--- config.mk ---
export PLATFORM = sky130hd
export DESIGN_NAME = uart_rx_word_packer
export DESIGN_NICKNAME = d
export VERILOG_FILES = /design/src/rtl/uart_rx_word_packer_pkg.sv /design/src/rtl/uart_rx_word_packer_timeout_counter.sv /design/src/rtl/uart_rx_word_packer.sv
export SDC_FILE = /design/constraint.sdc
export NUM_CORES = 1
export LEC_CHECK = 0
export CAP_MARGIN = 30
export CORE_ASPECT_RATIO = 1.1
export CORE_MARGIN = 1.5
export CORE_UTILIZATION = 53
export DETAILED_ROUTE_END_ITERATION = 16
export GPL_TIMING_DRIVEN = 0
export PLACE_DENSITY = 0.79
export SYNTH_ARGS = -nofsm -noshare
export SYNTH_HDL_FRONTEND = slang
export SYNTH_HIERARCHICAL = 1
export SYNTH_SLANG_ARGS = --single-unit
--- constraint.sdc ---
create_clock -name i_clk -period 2.6 [get_ports i_clk]
set_clock_uncertainty 0.05 [all_clocks]
set_input_delay 0.52 -clock i_clk [delete_from_list [all_inputs] [get_ports i_clk]]
set_output_delay 0.52 -clock i_clk [all_outputs]
set_load 0.01 [all_outputs]
--- src/rtl/uart_rx_word_packer_pkg.sv ---
// Shared definitions for the UART receive word packer: FSM states, default sync byte, width helper.
package uart_rx_word_packer_pkg;

    typedef enum logic [1:0] {
        HUNT = 2'd0,
        DATA = 2'd1,
        CHK  = 2'd2,
        OUT  = 2'd3
    } state_t;

    localparam logic [7:0] SYNC_DEFAULT = 8'hA5;

    // Minimum 1 bit so a single-byte word still gets a legal counter.
    function automatic int clog2(input int n);
        int r;
        r = 0;
        for (int i = 0; i < 32; i++) begin
            if ((1 << r) < n) r++;
        end
        return (r < 1) ? 1 : r;
    endfunction

endpackage

--- src/rtl/uart_rx_word_packer_timeout_counter.sv ---
// Inter-byte idle counter; flags expiry in the cycle the count reaches LIMIT-1 while still enabled.
module timeout_counter #(
    parameter int N     = 10,
    parameter int LIMIT = 1000
) (
    input  logic i_clk,
    input  logic i_reset,
    input  logic i_clr,
    input  logic i_en,
    output logic o_expired
);

    logic [N-1:0] cnt;

    always_ff @(posedge i_clk or posedge i_reset) begin
        if (i_reset)    cnt <= '0;
        else if (i_clr) cnt <= '0;
        else if (i_en)  cnt <= cnt + 1'b1;
    end

    assign o_expired = i_en && (cnt == N'(LIMIT - 1));

endmodule

--- src/rtl/uart_rx_word_packer.sv ---
// Pops the RX FIFO, hunts for a sync byte, packs NBYTES payload bytes little-endian and
// delivers the word over valid/ready once its trailing XOR checksum matches.
module uart_rx_word_packer
    import uart_rx_word_packer_pkg::*;
#(
    parameter int         NBYTES  = 4,
    parameter logic [7:0] SYNC    = SYNC_DEFAULT,
    parameter int         TIMEOUT = 1000,
    parameter int         TO_BITS = 10
) (
    input  logic                  i_clk,
    input  logic                  i_reset,
    input  logic                  i_empty,
    input  logic [7:0]            i_rd_data,
    output logic                  o_rd,
    output logic [8*NBYTES-1:0]   o_word,
    output logic                  o_valid,
    input  logic                  i_ready,
    output logic                  o_chk_err,
    output logic                  o_timeout
);

    localparam int CNT_W = clog2(NBYTES);

    state_t           state;
    logic [CNT_W-1:0] byte_cnt;
    logic [7:0]       chk;
    logic             in_frame;
    logic             expired;

    assign in_frame = (state == DATA) || (state == CHK);
    // Held off during reset so a byte is never consumed by a block that cannot store it.
    assign o_rd     = ~i_reset & ~i_empty & (state != OUT);

    timeout_counter #(.N(TO_BITS), .LIMIT(TIMEOUT)) u_timeout (
        .i_clk     (i_clk),
        .i_reset   (i_reset),
        .i_clr     (~in_frame | o_rd | expired),
        .i_en      (in_frame & i_empty),
        .o_expired (expired)
    );

    always_ff @(posedge i_clk or posedge i_reset) begin
        if (i_reset) begin
            state     <= HUNT;
            byte_cnt  <= '0;
            chk       <= '0;
            o_word    <= '0;
            o_valid   <= 1'b0;
            o_chk_err <= 1'b0;
            o_timeout <= 1'b0;
        end else begin
            o_chk_err <= 1'b0;
            o_timeout <= 1'b0;
            case (state)
                HUNT: begin
                    if (o_rd && (i_rd_data == SYNC)) begin
                        state    <= DATA;
                        byte_cnt <= '0;
                        chk      <= '0;
                    end
                end
                DATA: begin
                    if (o_rd) begin
                        o_word[{byte_cnt, 3'b000} +: 8] <= i_rd_data;
                        chk      <= chk ^ i_rd_data;
                        byte_cnt <= byte_cnt + 1'b1;
                        if (byte_cnt == CNT_W'(NBYTES - 1)) state <= CHK;
                    end else if (expired) begin
                        o_timeout <= 1'b1;
                        state     <= HUNT;
                    end
                end
                CHK: begin
                    if (o_rd) begin
                        if (i_rd_data == chk) begin
                            o_valid <= 1'b1;
                            state   <= OUT;
                        end else begin
                            o_chk_err <= 1'b1;
                            state     <= HUNT;
                        end
                    end else if (expired) begin
                        o_timeout <= 1'b1;
                        state     <= HUNT;
                    end
                end
                OUT: begin
                    if (i_ready) begin
                        o_valid <= 1'b0;
                        state   <= HUNT;
                    end
                end
                default: state <= HUNT;
            endcase
        end
    end

endmodule

# After elaboration in Yosys (flattened, before gate mapping)
# Cells that the tools add are included.
dict set report word_totals {
  word_cells 75
  output_inout_bits 36
  reg_bits 57
}
dict set report classes {
  n_mux 27
  n_reduce_logical 12
  eq_ne 14
  bitwise 9
  n_addsub 3
  n_shift 2
}
# cell count
set op_table {}
lappend op_table {{$bwmux 32} 1}
lappend op_table {{$shift 8x7->32 const A} 1}
lappend op_table {{$shiftx 8x7->32} 1}
lappend op_table {{$mux 10} 2}
lappend op_table {{$mux 2} 9}
lappend op_table {{$mux 8} 2}
lappend op_table {{$pmux 8 s2} 1}
lappend op_table {{$add 10x1->10 const B} 1}
lappend op_table {{$eq 10x10->1 const B} 1}
lappend op_table {{$ne 2x2->1 const B} 5}
lappend op_table {{$mux 1} 9}
lappend op_table {{$eq 8x8->1} 1}
lappend op_table {{$eq 8x8->1 const B} 1}
lappend op_table {{$pmux 2 s4} 1}
lappend op_table {{$xor 8x8->8} 1}
lappend op_table {{$neg 5->7} 1}
lappend op_table {{$eq 2x2->1 const B} 3}
lappend op_table {{$reduce_and 3->1} 2}
lappend op_table {{$reduce_bool 2->1} 3}
lappend op_table {{$pmux 2 s2} 1}
lappend op_table {{$reduce_and 4->1} 1}
lappend op_table {{$and 1x1->1} 3}
lappend op_table {{$ne 3x2->1 const B} 1}
lappend op_table {{$not 1->1} 3}
lappend op_table {{other kinds (10)} 12}

# Longest topological paths before layout
dict set report depth {
  word_depth 7
  ltp_mapped 10
  depth_no_buf 9
}

# Cells and area by module
# The synthesis kept the hierarchy.
# module cells_each area_each_um2 instances seq_area_each_um2
set by_module_without_submodules {}
lappend by_module_without_submodules {uart_rx_word_packer 265 2438.6 1 1176.1}
lappend by_module_without_submodules {timeout_counter 51 505.5 1 250.2}

# Least setup slack after synthesis
# Ideal clock, no wire load.
dict set report synth_path {
  kind {register to register}
  start {register state[0]}
  end {register u_timeout.cnt[8]}
  synth_period_minus_slack_ns 2.317
  setup_time_ns 0.078
  path_slack_ns 0.283
  arrival_time_ns 2.189
  stages_incl_launch_ff 11
  n_path_buf 1
  cell_sequence {dfrtp_1 inv_1 ha_1 and2_1 buf_4 nand4_1 nor4_1 nand3b_1 nor2_1 or4_1 a21oi_1}
}
dict set report synth_via {
  elab_chain_cells 6
}
# element line_no
set synth_rtl {}
lappend synth_rtl {{start, declared} uart_rx_word_packer.sv:25} ;# state_t state;
lappend synth_rtl {{start signal, assigned} uart_rx_word_packer.sv:45} ;# state <= HUNT;
lappend synth_rtl {{start signal, assigned} uart_rx_word_packer.sv:58} ;# state <= DATA;
lappend synth_rtl {{start signal, assigned} uart_rx_word_packer.sv:68} ;# if (byte_cnt == CNT_W'(NBYTES - 1)) state <= CHK;
lappend synth_rtl {{$eq 2x1->1 / $eq 2x2->1 (equally long branches)} uart_rx_word_packer.sv:31} ;# assign in_frame = (state == DATA) || (state == CHK);
lappend synth_rtl {{$logic_or 1x1->1 (*)} uart_rx_word_packer.sv:31}
lappend synth_rtl {{$and 1x1->1 (*)} uart_rx_word_packer.sv:39} ;# .i_en (in_frame & i_empty),
lappend synth_rtl {{$logic_and 1x1->1 (*)} uart_rx_word_packer_timeout_counter.sv:21} ;# assign o_expired = i_en && (cnt == N'(LIMIT - 1));
lappend synth_rtl {{net expired} uart_rx_word_packer.sv:29} ;# logic expired;
lappend synth_rtl {{$or 1x1->1 (*)} uart_rx_word_packer.sv:38} ;# .i_clr (~in_frame | o_rd | expired),
lappend synth_rtl {{$mux 10 / $reduce_bool 2->1 (equally long branches)} --}
lappend synth_rtl {{end signal, assigned} uart_rx_word_packer_timeout_counter.sv:18} ;# else if (i_en) cnt <= cnt + 1'b1;
lappend synth_rtl {{end, declared} uart_rx_word_packer_timeout_counter.sv:13} ;# logic [N-1:0] cnt;
# The timed path passes the listed nets; every way through them passes the cells marked *.
# A chain may end at the register's enable or synchronous reset.

# Worst setup path in the final report
dict set report layout_path {
  start {register state[1]}
  end {register u_timeout.cnt[8]}
}
# The elaborated chain is that of the path after synthesis.

==> impl_metrics.toml <==
[routing]
via_per_inst = 5.46
drtAntennaViolNets = 0
dr.pass1.iters = 4
drc = 0
vias = 2452
wl_per_cell_um = 15.1
routed_wl_mm = 6.79
drtIter0Drc = 99

[status]
status = "completed"

[grt]
grt_pass1_wl_mm = 11.3
grt_pass1_vias = 2416
use_met3_pct = 4.47
met2_usage_pct = 42.1
grt_overflow = 0
grt_max_degree = 39
antenna_found_initial = 0
gr-usage-met1_pct = 31.3
top_usage_layer = "met2"
globalRouteTotalUtil_pct = 25.3

[worst_setup_path]
regToRegEndpoint = "u_timeout/cnt[8]"
cp.arrival_ns = 2.68
regToRegSetupSlack_ns = 0.14
rr_worst_depth = 10
worst-path-max-fanout = 7
critPathLaunch = "state[1]"
worstSetupEndpointType = "register"
start_kind = "register"
endpoint = "u_timeout/cnt[8]"
path_class = "register to register"
timing.rr.start = "state[1]"
required_ns = 2.82

[final_layout]
diodes = 0
final_cell_area_um2 = 3690
drive_gt1_share_pct = 9.63
instances_no_fill = 449
layout.nets = 393
areaGrowthSynthToFinish_pct = 25.3

[synthesis]
dominantRegCellSynth = "dfrtp_1"
synth_top_area_share_pct = 48.4
syn-num-nets = 340
ys_top_cells_by_area = "dfrtp_1 (48%), nand2_1 (9.4%), o21ai_0 (5.8%), ha_1 (5.1%), xor2_1 (3.3%)"
ys_ff_latch = 57
syn_area_um2 = 2940
synthArstFlopShare_pct = 100
syn_inst = 316
yosysTopAreaCell = "dfrtp_1"
yosysWarnings = 6
yosys-top-cells-count = "nand2_1 (74), dfrtp_1 (57), o21ai_0 (34)"
synth_edf_count = 0
yosysSeqAreaShare_pct = 48.4
syn_avg_cell_area_um2 = 9.32
ys_types = 43
synth.most_common_cell = "nand2_1"

[clocking]
cts_hold_buf = 0
cts_sinks = 57
cts_tree = "built"
cts_made_buffers = 9
clockBufferDepth = 2
clk_pin_slew_ns = 0.07
clock_latency_ns = 0.34
h-tree-depth = 3
cts_root_buf = "clkbuf_8"

[die]
io_pins = 48
die-area_um2 = 6010
num_rows = 28
die_w_um = 74.1
start_util_pct = 54.9
coreArea_um2 = 5360
die_h_um = 81.2

[timing]
min_period_over_period_pct = 94.6
grt_setup_unrepaired = "false"
hold_violations = 0
slew_violations = 0
setup_violations = 0
whs_ns = 0.261
timing.slew.headroom_pct = 33.7
fin_crit_ns = 2.46
fin_setup_tns_ns = 0
fmax_mhz = 406
tightest_slew_ns = 0.992

[run]
max-cap-violations = 0

[placed_design]
port-buffer-count = 39
gp_congestion = 0.823
placed_cells = 431
dpl-instance-area_um2 = 3450
post-dp-hpwl_mm = 4.56

[power_and_ir_drop]
power_leakage_nw = 1.55
power_w = 0.00397
peakVddDrop_uv = 744
power_density_nw_per_um2 = 1080

[worst_hold_path]
hp-class = "input pin to async pin"
[logic make-up after synthesis]
family	synth area share (%)
AOI/OAI and AO/OA	14.5
xor gates and xnor gates	3.57
adders and majority gates	5.10
buffers and inverters	4.93
DFF	48.4
muxes	0.680
and+or+nand+nor	22.7
[cell usage in the layout, fill, tap and decap left out, types with 3 or more instances in the layout]
cell             instances
clkbuf_1                14
nand2b_1                 9
a21oi_1                  7
nor2_1                   7
o221ai_1                 7
nor3b_1                  3
dfrtp_1                 57
o31ai_1                  4
nor2b_1                  3
nand4_1                 14
inv_2                    3
o21ai_0                 34
xor2_1                  11
inv_1                   14
ha_1                    11
clkdlybuf4s50_1         37
nand3_1                  5
buf_4                    4
or4_1                    4
clkbuf_8                10
nand2_1                 74
[through the flow]
stage / utilization [%] / setup WS, ns
after floorplan: - / 0.283
after global placement: 64.0 / -0.327
after detailed placement: 64.3 / -0.425
after CTS: 68.3 / 0.0457
after global routing: 68.8 / 0.0120
final: 68.8 / 0.140
[worst min path at each step]
stage	end	slack [ns]	cells past startpoint
after floorplan	u_timeout/cnt[0]	0.31	1
after global placement	o_word[17]	0.41	2
after detailed placement	o_word[5]	0.42	2
after CTS	chk[7]	0.26	2
after global routing	state[0]	0.30	2
final	chk[7]	0.26	2
[final cells by class]
type	instances	area [um^2]
Fill cell	452	1670
Clock inverter	3	40.0
Tap cell	75	93.8
Clock buffer	13	149
Timing Repair Buffer	43	430
Inverter	17	63.8
Buffer	16	81.3
Sequential cell	57	1430
Multi-Input combinational cell	225	1410
[worst max-delay path, cell delays in order, from the launching register on]
cell and delay, ns:
dfrtp_1 0.37, inv_1 0.12, ha_4 0.29, and2_1 0.15
buf_6 0.14, nand4_1 0.15, nor4_4 0.27, nand3b_1 0.16
nor2_1 0.08, or4_1 0.46, a21oi_1 0.16
[report_power, final]
part           switching (W)  internal (W)  total [W]
Sequential          0.000212       0.00119    0.00140
Clock               0.000358      0.000467   0.000824
Combinational       0.000916      0.000825    0.00174
Total                0.00149       0.00248    0.00397
[state kept, by name, summed over array words and instances (netlist names)]
register       cells
byte_cnt           2
chk                8
o_chk_err          1
o_timeout          1
o_valid            1
o_word            32
state              2
u_timeout/cnt     10
[layer usage]
layer | vias to the layer above | wire [um]
li1 | 1192 | -
met2 | 63 | 3400
met1 | 1187 | 3020
met5 | - | 0
met3 | 10 | 262
met4 | 0 | 109
[repair_timing]
action                                  4_1_cts  5_1_grt
pin swaps                                     1        1
buffers inserted                              1        2
resized for setup                             6        3
endpoints found under the setup margin        3        2
(Power assumes the default switching activity.)
